$ cat config.mk
export PLATFORM = sky130hd
export DESIGN_NAME = mdr_scheduler
export DESIGN_NICKNAME = d
export VERILOG_FILES = /design/src/rtl/mdr_pkg.sv /design/src/rtl/mdr_rr_arbiter.sv /design/src/rtl/mdr_scheduler.sv
export SDC_FILE = /design/constraint.sdc
export NUM_CORES = 1
export LEC_CHECK = 0
export BUFFER_PORTS_ARGS = -buffer_cell sky130_fd_sc_hd__buf_2
export CORE_AREA = 2 2 188 116
export CTS_BUF_LIST = sky130_fd_sc_hd__clkbuf_16
export DETAILED_ROUTE_END_ITERATION = 16
export DIE_AREA = 0 0 190 118
export GPL_ROUTABILITY_DRIVEN = 1
export GPL_TIMING_DRIVEN = 0
export REMOVE_ABC_BUFFERS = 1
export SETUP_SLACK_MARGIN = 0.05
export SYNTH_ARGS = -nofsm -noshare
export SYNTH_HDL_FRONTEND = slang
export SYNTH_SLANG_ARGS = --single-unit
$ cat constraint.sdc
create_clock -name clk -period 6 [get_ports clk]
set_input_delay 0.3 -clock clk [delete_from_list [all_inputs] [get_ports clk]]
set_output_delay 0.3 -clock clk [all_outputs]
set_load 0.01 [all_outputs]
$ cat src/rtl/mdr_pkg.sv
// Shared types and default sizing for the MDR scheduler and its arbiter.
package mdr_pkg;

    localparam int MDR_NUM_REQ        = 4;
    localparam int MDR_DATA_WIDTH     = 16;
    localparam int MDR_TIMEOUT_CYCLES = 255;

    typedef enum logic [1:0] {
        OP_MUL     = 2'b00,
        OP_DIV     = 2'b01,
        OP_SQRT    = 2'b10,
        OP_ILLEGAL = 2'b11
    } op_e;

    typedef enum logic [1:0] {
        ERR_OK      = 2'b00,
        ERR_DIV0    = 2'b01,
        ERR_TIMEOUT = 2'b10,
        ERR_ILLEGAL = 2'b11
    } err_e;

    typedef logic [1:0] state_t;
    localparam state_t ST_IDLE  = 2'd0;
    localparam state_t ST_ISSUE = 2'd1;
    localparam state_t ST_WAIT  = 2'd2;
    localparam state_t ST_RESP  = 2'd3;

endpackage

$ cat src/rtl/mdr_rr_arbiter.sv
// Combinational round-robin pick: first valid requester at or above the pointer, wrapping.
module mdr_rr_arbiter #(
    parameter int NUM_REQ = mdr_pkg::MDR_NUM_REQ,
    parameter int IW      = (NUM_REQ > 1) ? $clog2(NUM_REQ) : 1
) (
    input  logic [NUM_REQ-1:0] i_valid,
    input  logic [IW-1:0]      i_ptr,
    output logic [NUM_REQ-1:0] o_grant,
    output logic [IW-1:0]      o_idx,
    output logic               o_any
);

    localparam logic [IW:0] N_L = (IW+1)'(NUM_REQ);

    logic [IW:0] w_pos;

    always_comb begin
        o_grant = '0;
        o_idx   = '0;
        o_any   = 1'b0;
        w_pos   = '0;
        for (int i = 0; i < NUM_REQ; i++) begin
            w_pos = {1'b0, i_ptr} + (IW+1)'(i);
            if (w_pos >= N_L) begin
                w_pos = w_pos - N_L;
            end
            if (!o_any && i_valid[w_pos[IW-1:0]]) begin
                o_any                   = 1'b1;
                o_idx                   = w_pos[IW-1:0];
                o_grant[w_pos[IW-1:0]]  = 1'b1;
            end
        end
    end

endmodule

$ cat src/rtl/mdr_scheduler.sv
// Arbitrates NUM_REQ clients onto one multiply/divide/sqrt core, one operation in flight,
// with short-circuit error responses and a completion timeout.
module mdr_scheduler
    import mdr_pkg::*;
#(
    parameter int NUM_REQ        = MDR_NUM_REQ,
    parameter int DATA_WIDTH     = MDR_DATA_WIDTH,
    parameter int TIMEOUT_CYCLES = MDR_TIMEOUT_CYCLES
) (
    input  logic                           clk,
    input  logic                           rst,
    input  logic [NUM_REQ-1:0]             req_valid,
    output logic [NUM_REQ-1:0]             req_ready,
    input  logic [2*NUM_REQ-1:0]           req_op,
    input  logic [DATA_WIDTH*NUM_REQ-1:0]  req_a,
    input  logic [DATA_WIDTH*NUM_REQ-1:0]  req_b,
    output logic                           rsp_valid,
    output logic [NUM_REQ-1:0]             rsp_id,
    output logic [2*DATA_WIDTH-1:0]        rsp_result,
    output logic [DATA_WIDTH-1:0]          rsp_remainder,
    output logic [1:0]                     rsp_err,
    output logic                           core_start,
    output logic [1:0]                     core_op,
    output logic [DATA_WIDTH-1:0]          core_a,
    output logic [DATA_WIDTH-1:0]          core_b,
    input  logic                           core_done,
    input  logic [2*DATA_WIDTH-1:0]        core_result,
    input  logic [DATA_WIDTH-1:0]          core_remainder,
    input  logic                           core_err
);

    localparam int IW = (NUM_REQ > 1) ? $clog2(NUM_REQ) : 1;
    localparam int CW = (TIMEOUT_CYCLES > 1) ? $clog2(TIMEOUT_CYCLES + 1) : 1;
    localparam logic [IW:0] N_L = (IW+1)'(NUM_REQ);

    state_t                  r_state;
    logic [IW-1:0]           r_ptr;
    logic [NUM_REQ-1:0]      r_id;
    op_e                     r_op;
    logic [DATA_WIDTH-1:0]   r_a;
    logic [DATA_WIDTH-1:0]   r_b;
    logic [CW-1:0]           r_cnt;
    logic [2*DATA_WIDTH-1:0] r_result;
    logic [DATA_WIDTH-1:0]   r_rem;
    err_e                    r_err;

    op_e                     w_op [NUM_REQ];
    logic [DATA_WIDTH-1:0]   w_a  [NUM_REQ];
    logic [DATA_WIDTH-1:0]   w_b  [NUM_REQ];
    logic [NUM_REQ-1:0]      w_grant;
    logic [IW-1:0]           w_grant_idx;
    logic                    w_any;
    op_e                     w_sel_op;
    logic [DATA_WIDTH-1:0]   w_sel_a;
    logic [DATA_WIDTH-1:0]   w_sel_b;
    logic [IW:0]             w_inc;
    logic [IW-1:0]           w_ptr_next;
    logic                    w_timeout;

    genvar gi;
    generate
        for (gi = 0; gi < NUM_REQ; gi++) begin : g_unpack
            assign w_op[gi] = op_e'(req_op[2*gi +: 2]);
            assign w_a[gi]  = req_a[DATA_WIDTH*gi +: DATA_WIDTH];
            assign w_b[gi]  = req_b[DATA_WIDTH*gi +: DATA_WIDTH];
        end
    endgenerate

    mdr_rr_arbiter #(
        .NUM_REQ (NUM_REQ),
        .IW      (IW)
    ) u_arb (
        .i_valid (req_valid),
        .i_ptr   (r_ptr),
        .o_grant (w_grant),
        .o_idx   (w_grant_idx),
        .o_any   (w_any)
    );

    assign w_sel_op   = w_op[w_grant_idx];
    assign w_sel_a    = w_a[w_grant_idx];
    assign w_sel_b    = w_b[w_grant_idx];
    assign w_inc      = {1'b0, w_grant_idx} + (IW+1)'(1);
    assign w_ptr_next = (w_inc == N_L) ? '0 : w_inc[IW-1:0];
    // Counter starts at 0 on the first WAIT cycle, so this fires on the last allowed one.
    assign w_timeout  = (r_cnt == CW'(TIMEOUT_CYCLES - 1));

    assign req_ready     = (r_state == ST_IDLE) ? w_grant : '0;
    assign core_start    = (r_state == ST_ISSUE);
    assign rsp_valid     = (r_state == ST_RESP);
    assign rsp_id        = (r_state == ST_RESP) ? r_id : '0;
    assign core_op       = r_op;
    assign core_a        = r_a;
    assign core_b        = r_b;
    assign rsp_result    = r_result;
    assign rsp_remainder = r_rem;
    assign rsp_err       = r_err;

    always_ff @(posedge clk) begin
        if (rst) begin
            r_state  <= ST_IDLE;
            r_ptr    <= '0;
            r_id     <= '0;
            r_op     <= OP_MUL;
            r_a      <= '0;
            r_b      <= '0;
            r_cnt    <= '0;
            r_result <= '0;
            r_rem    <= '0;
            r_err    <= ERR_OK;
        end else begin
            case (r_state)
                ST_IDLE: begin
                    if (w_any) begin
                        r_op  <= w_sel_op;
                        r_a   <= w_sel_a;
                        r_b   <= w_sel_b;
                        r_id  <= w_grant;
                        r_ptr <= w_ptr_next;
                        if (w_sel_op == OP_ILLEGAL) begin
                            r_state  <= ST_RESP;
                            r_result <= '1;
                            r_rem    <= '0;
                            r_err    <= ERR_ILLEGAL;
                        end else if (w_sel_op == OP_DIV && w_sel_b == '0) begin
                            r_state  <= ST_RESP;
                            r_result <= '1;
                            r_rem    <= '0;
                            r_err    <= ERR_DIV0;
                        end else begin
                            r_state <= ST_ISSUE;
                        end
                    end
                end
                ST_ISSUE: begin
                    r_cnt   <= '0;
                    r_state <= ST_WAIT;
                end
                ST_WAIT: begin
                    if (core_done) begin
                        r_result <= core_result;
                        r_rem    <= (r_op == OP_DIV) ? core_remainder : '0;
                        r_err    <= core_err ? ERR_DIV0 : ERR_OK;
                        r_state  <= ST_RESP;
                    end else if (w_timeout) begin
                        r_result <= '0;
                        r_rem    <= '0;
                        r_err    <= ERR_TIMEOUT;
                        r_state  <= ST_RESP;
                    end else begin
                        r_cnt <= r_cnt + CW'(1);
                    end
                end
                default: begin
                    r_state <= ST_IDLE;
                end
            endcase
        end
    end

endmodule

=== After elaboration in Yosys (flattened, before gate mapping) ===
Index checks and enable logic that the tools add are counted.

* Logic and storage cells: 141
* Output and inout port bits: 94
* Input port bits: 192
* Register bits after elaboration: 100

* Mux-type cells: 73
* Order comparisons: 13
* Eq/ne operators: 13
* $add $sub $neg: 9
* Reduce and logical (&&, ||, !) cells: 19
* Bitwise gates (word level): 4

{| class="wikitable"
|+ Operators with widths
! cell !! number
|-
| 16-bit two-way mux || 10
|-
| 32-bit two-way mux || 5
|-
| 16-bit binary-select mux with 2-bit select || 2
|-
| 32-bit case mux with 2 select lines || 1
|-
| 2-bit two-way mux || 21
|-
| 16-bit case mux with 2 select lines || 1
|-
| 4-bit two-way mux || 6
|-
| 16-bit zero test || 1
|-
| 8-bit two-way mux || 2
|-
| 8-bit case mux with 2 select lines || 1
|-
| 1-bit two-way mux || 13
|-
| 3-bit >= comparator (second input constant) || 4
|-
| 2-bit by 3-bit less-than comparator with 1-bit output (second input constant) || 4
|-
| 4-bit OR || 3
|-
| 8-bit by 1-bit adder with 8-bit output (second input constant) || 1
|-
| 1-bit binary-select mux with 2-bit select || 4
|-
| 1-bit demux with 2-bit select || 4
|-
| 8-bit == test (second input constant) || 1
|-
| 2-bit by 1-bit >= comparator with 1-bit output (second input constant) || 4
|-
| 1-bit logical AND || 8
|-
| 2-bit by 1-bit subtractor with 2-bit output (second input constant) || 4
|-
| 2-bit by 1-bit adder with 3-bit output (second input constant) || 2
|-
| 2-bit by 2-bit adder with 3-bit output (second input constant) || 2
|-
| 2-bit by 1-bit == test with 1-bit output (second input constant) || 3
|-
| other kinds (17) || 24
|}

=== Depth between registers and ports, before layout ===
* Depth after elaboration: 24
* Mapped depth: 16
* Mapped depth without buffers: 11

=== By module ===
From an unflattened synthesis, not the netlist that was laid out.

* Cells, all modules: 613
* Area, all modules: 5,770.5 µm²

{| class="wikitable"
|+ Modules (own cells, without submodules)
! module !! times used !! area each (µm²) !! sequential area each (µm²) !! cells each
|-
| mdr_scheduler || 1 || 5,348.9 || 2,001.9 || 568
|-
| mdr_rr_arbiter || 1 || 421.7 || 0.0 || 45
|}

=== Least setup slack after synthesis ===
OpenSTA, ideal clock, no wires.

* Kind: reg-to-reg
* From: register r_ptr[0]
* To: register r_result[10] (netlist: rsp_result[10])
* Buffers on the path: 5
* Setup slack: 2,038 ps
* Arrival: 3,875 ps
* Clock period less this slack: 3,962 ps
* Stages on the path, launching flop included: 17
* Setup time: 87 ps
* Cells stage by stage: dfxtp_1 > buf_6 > buf_2 > clkinv_1 > ha_1 > mux4_2 > nor2b_4 > clkbuf_1 > nor3_1 > a31oi_1 > nand3_1 > o22ai_1 > o2111ai_2 > a211o_1 > buf_2 > buf_6 > a221oi_2

* Longest elaborated chain between the ends: 22
* Elaborated cells on any way between the ends: 54
* Classes of those cells: add/sub: 7; order compare: 4; eq/ne: 4; mux: 29; bitwise: 1; reduce/logical: 9

{| class="wikitable"
|+ Ends and longest elaborated chain
! element !! line !! source
|-
| start, declared || mdr_scheduler.sv:37 || <nowiki>logic [IW-1:0] r_ptr;</nowiki>
|-
| start signal, assigned || mdr_scheduler.sv:119 || <nowiki>r_ptr <= w_ptr_next;</nowiki>
|-
| parallel branches: the longest is 22 deep, another holds 2-bit by 1-bit adder with 3-bit output || n/a ||
|-
| end signal, assigned || mdr_scheduler.sv:141 || <nowiki>r_result <= core_result;</nowiki>
|-
| end, declared || mdr_scheduler.sv:43 || <nowiki>logic [2*DATA_WIDTH-1:0] r_result;</nowiki>
|}

Several ways; the timed one is not identified. The select of a mux whose other input is x is not followed.
A chain may end at the register's enable or synchronous reset.

=== Worst setup path in the final report ===
* From: register r_ptr[0]
* To: register r_result[17] (netlist: rsp_result[17])

The elaborated chain is that of the path after synthesis.

==> impl_summary.log <==
INFO  metric grt_start_max_net_pins = 69
INFO  metric syn-instance-count = 763
INFO  metric flow.area_growth_from_synthesis = 33.3%
INFO  metric cp.required = 6.20 ns
INFO  metric achievable-frequency = 179 MHz
INFO  metric finalHoldViolCount = 0
INFO  metric num_rows = 41
INFO  metric seq_total_area_yosys = 32.7%
INFO  metric synth.avg_cell_area = 8.01 um2
INFO  metric period_needed = 5.58 ns
INFO  metric dieArea = 22400 um2
INFO  metric worst_setup_hold_path_clk_slew = 0.07 ns
INFO  metric detail_route.iter0.violations = 284
INFO  metric drt-wirelength-per-cell = 16.0 um
INFO  metric clock_skew = 0.0107 ns
INFO  metric path_delay_family = compound AO/OA/AOI/OAI gates
INFO  metric grt_pass1_wl = 31300 um
INFO  metric cts_sinks = 100
INFO  metric floorplan.die.width = 190 um
INFO  metric placed_cell_area = 7780 um2
INFO  metric firstDrtPassIters = 5
INFO  metric crit_slowest_cell = sky130_fd_sc_hd__mux4_2
INFO  metric setup-violations-final = 0
INFO  metric ys.flop_type = sky130_fd_sc_hd__dfxtp_1
INFO  metric worst_path_most_repeated_cell = sky130_fd_sc_hd__buf_8
INFO  metric end_kind = flip-flop
INFO  metric initial_utilization = 29.6%
INFO  metric hold_buffers_post_cts = 0
INFO  metric cts.root.buffer_cell = sky130_fd_sc_hd__clkbuf_16
INFO  metric path_max_fanout = 41
INFO  metric worst-slew-pin-transition = 1.31 ns
INFO  metric total_power = 0.00426 W
INFO  metric stdcell_area = 8150 um2
INFO  metric critical_path.n_buffers_inverters = 4
INFO  metric fin_crit_sh = 93.1%
INFO  metric leakagePower = 3.62 nW
INFO  metric worst_hold_slack = 0.181 ns
INFO  metric finish.net_count = 1204
INFO  metric number_of_distinct_library_cells_after_synthesis = 60
INFO  metric startpoint_type = flip-flop
INFO  metric yosysWarningCount = 0
INFO  metric postCtsSetupRepairBufs = 0
INFO  metric numPortBuffers = 285
INFO  metric critPathArrivalTime = 5.78 ns
INFO  metric grt_antenna_before_repair = 2
INFO  metric io_pins = 286
INFO  metric groute.usage.overall = 17.5%
INFO  metric power_density = 522 nW/um2
INFO  metric report.final.slew_viol_count = 0
INFO  metric fp.dieH = 118 um
INFO  metric vdd.ir_drop.worst = 0.200 mV
INFO  metric core_region_area = 20700 um2
INFO  metric r2r_setup_slack = 0.42 ns
INFO  metric min-delay-path-class = input port to flip-flop
INFO  metric timing.final.ws_setup = 0.416 ns
INFO  metric cap_violations = 0
INFO  metric relSlewSlack = 12.6%
INFO  metric postSynthRegisterBits = 100
INFO  metric cts_htree_levels = 3
INFO  metric gp_routability_congestion = 0.818
INFO  metric clock_path_buffers = 2
INFO  metric mapped_cell_area = 6110 um2
INFO  metric drt-vias-per-instance = 5.01
INFO  metric grt_remaining_overflow = 0
INFO  metric outcome = finished, final reports clean
INFO  metric rsz0062_at_grt = no
INFO  metric crit_path_cell_trace = clkinv_1, ha_1, mux4_2, nor2b_4, or2_1, a21o_2, buf_12, and4_1, o2111ai_2, a211oi_4, buf_8, buf_8, a221oi_2
INFO  metric tritoncts = yes
INFO  metric critPathKind = flip-flop to flip-flop
INFO  metric synth_enable_flop_cells = 0
INFO  metric final_layout_size_suffix_gt1_share = 36.3%
INFO  metric via_count = 6451
INFO  metric cts_buffers = 9
INFO  metric place.detailed.hpwl = 15400 um
INFO  metric grt_pass1_vias = 5865
INFO  metric async_flop_share = 0%
INFO  metric final_antenna_net_count = 0
INFO  metric preCtsSetupSlack = -0.526 ns
INFO  metric worstSkewPairLatency = 0.35 ns
INFO  metric routed_wirelength = 20600 um
INFO  metric detail_route.drc_violations = 0
INFO  metric critical-path-max-stage-delay = 0.70 ns
[flip-flops by register name, indices dropped and copies added (netlist names)]
register,cells
core_b,16
r_state,2
r_ptr,2
r_id,4
core_op,2
core_a,16
r_cnt,8
rsp_err,2
rsp_result,32
rsp_remainder,16
[worst paths after layout]
path                            from                             to  depth (start not counted)
max            r_ptr[0]$_SDFFE_PP0P_    rsp_result[17]$_SDFFE_PP0P_                         13
min                core_remainder[6]  rsp_remainder[6]$_SDFFE_PP0P_                          3
max reg2reg    r_ptr[0]$_SDFFE_PP0P_    rsp_result[17]$_SDFFE_PP0P_                         13
min reg2reg  core_b[10]$_SDFFE_PP0P_        core_b[10]$_SDFFE_PP0P_                          2
[logic make-up after synthesis]
| logic type | count (synthesis) | synth area share, % |
|---|---|---|
| adder cells (fa/ha/maj) | 10 | 2.05 |
| flip-flops | 100 | 32.7 |
| XOR/XNOR | 5 | 0.716 |
| AO/OA/AOI/OAI | 217 | 29.4 |
| buffers and inverters | 144 | 9.76 |
| AND/OR/NAND/NOR | 259 | 19.6 |
| multiplexers | 28 | 5.71 |
[cells in the mapped netlist (all sizes together), types with 6 or more instances]
cell type | instances | area share, %
ha | 10 | 2.0
a211oi | 30 | 4.1
a21oi | 51 | 4.2
o21ai | 12 | 0.98
inv | 78 | 4.8
nand2 | 117 | 7.2
o32ai | 17 | 2.4
nand3 | 18 | 1.6
and2 | 27 | 2.8
dfxtp | 100 | 33
nor2 | 56 | 3.4
nor3 | 9 | 0.74
a221oi | 34 | 7.9
clkbuf | 43 | 2.6
nand4 | 6 | 0.61
buf | 22 | 2.3
o31ai | 8 | 0.98
mux2i | 18 | 2.9
a311oi | 22 | 3.2
o211ai | 11 | 1.4
[metrics by stage]
stage / utilization (%) / setup TNS, ns / std cells
global route: 39.4 / 0 / 1287
CTS: 39.4 / 0 / 1286
detailed placement: 37.6 / -19.75 / 1270
global placement: 36.7 / -150.45 / 1262
floorplan: - / -27.54 / 698
finish: 39.4 / 0 / 1287
[report_power, final]
part           total [W]  leakage, nW  internal, W  switching [W]
clock           0.000713        0.181     0.000450       0.000263
combinational    0.00249         2.61     0.000989        0.00150
sequential       0.00105        0.824     0.000903       0.000150
[layout make-up]
cell class / instances / area, um2
clock inverters: 7 / 138
clock buffers: 9 / 225
fillers: 2163 / 12500
flip-flops and latches: 100 / 2010
well taps: 279 / 349
inverters: 79 / 297
multi-input cells: 519 / 3550
repair buffers: 293 / 1580
diodes: 1 / 2.50
[layer usage]
layer	track usage (%)	share of wire (%)	routed length, um
met2	27.6	45	9170
met3	5.04	7.9	1630
met1	23.9	47	9620
met5	0	0	0
met4	2.86	0.79	163
[repair_timing]
item                       in CTS  in global routing
resized for setup               1                  2
gates cloned                    0                  0
setup endpoints to repair      50                 47
[cell usage in the layout, fill, tap and decap left out, types with 10 or more instances in the layout]
cell type	instances
sky130_fd_sc_hd__o32ai_1	17
sky130_fd_sc_hd__o211ai_1	11
sky130_fd_sc_hd__dfxtp_1	99
sky130_fd_sc_hd__nand3_1	16
sky130_fd_sc_hd__a221oi_2	30
sky130_fd_sc_hd__inv_1	79
sky130_fd_sc_hd__mux2i_1	17
sky130_fd_sc_hd__a311oi_1	22
sky130_fd_sc_hd__a21oi_1	50
sky130_fd_sc_hd__nand2_1	116
sky130_fd_sc_hd__a211oi_1	27
sky130_fd_sc_hd__and2_1	22
sky130_fd_sc_hd__ha_1	10
sky130_fd_sc_hd__o21ai_0	12
sky130_fd_sc_hd__nor2_1	56
sky130_fd_sc_hd__buf_2	284
[worst register-to-register path, cell delays in order, from the launching register on]
cell,delay [ns]
sky130_fd_sc_hd__dfxtp_4,0.64
sky130_fd_sc_hd__clkinv_1,0.40
sky130_fd_sc_hd__ha_1,0.53
sky130_fd_sc_hd__mux4_2,0.70
sky130_fd_sc_hd__nor2b_4,0.50
sky130_fd_sc_hd__or2_1,0.25
sky130_fd_sc_hd__a21o_2,0.40
sky130_fd_sc_hd__buf_12,0.26
sky130_fd_sc_hd__and4_1,0.25
sky130_fd_sc_hd__o2111ai_2,0.34
sky130_fd_sc_hd__a211oi_4,0.62
sky130_fd_sc_hd__buf_8,0.25
sky130_fd_sc_hd__buf_8,0.20
sky130_fd_sc_hd__a221oi_2,0.08
Power figures use the tool's default switching activity.
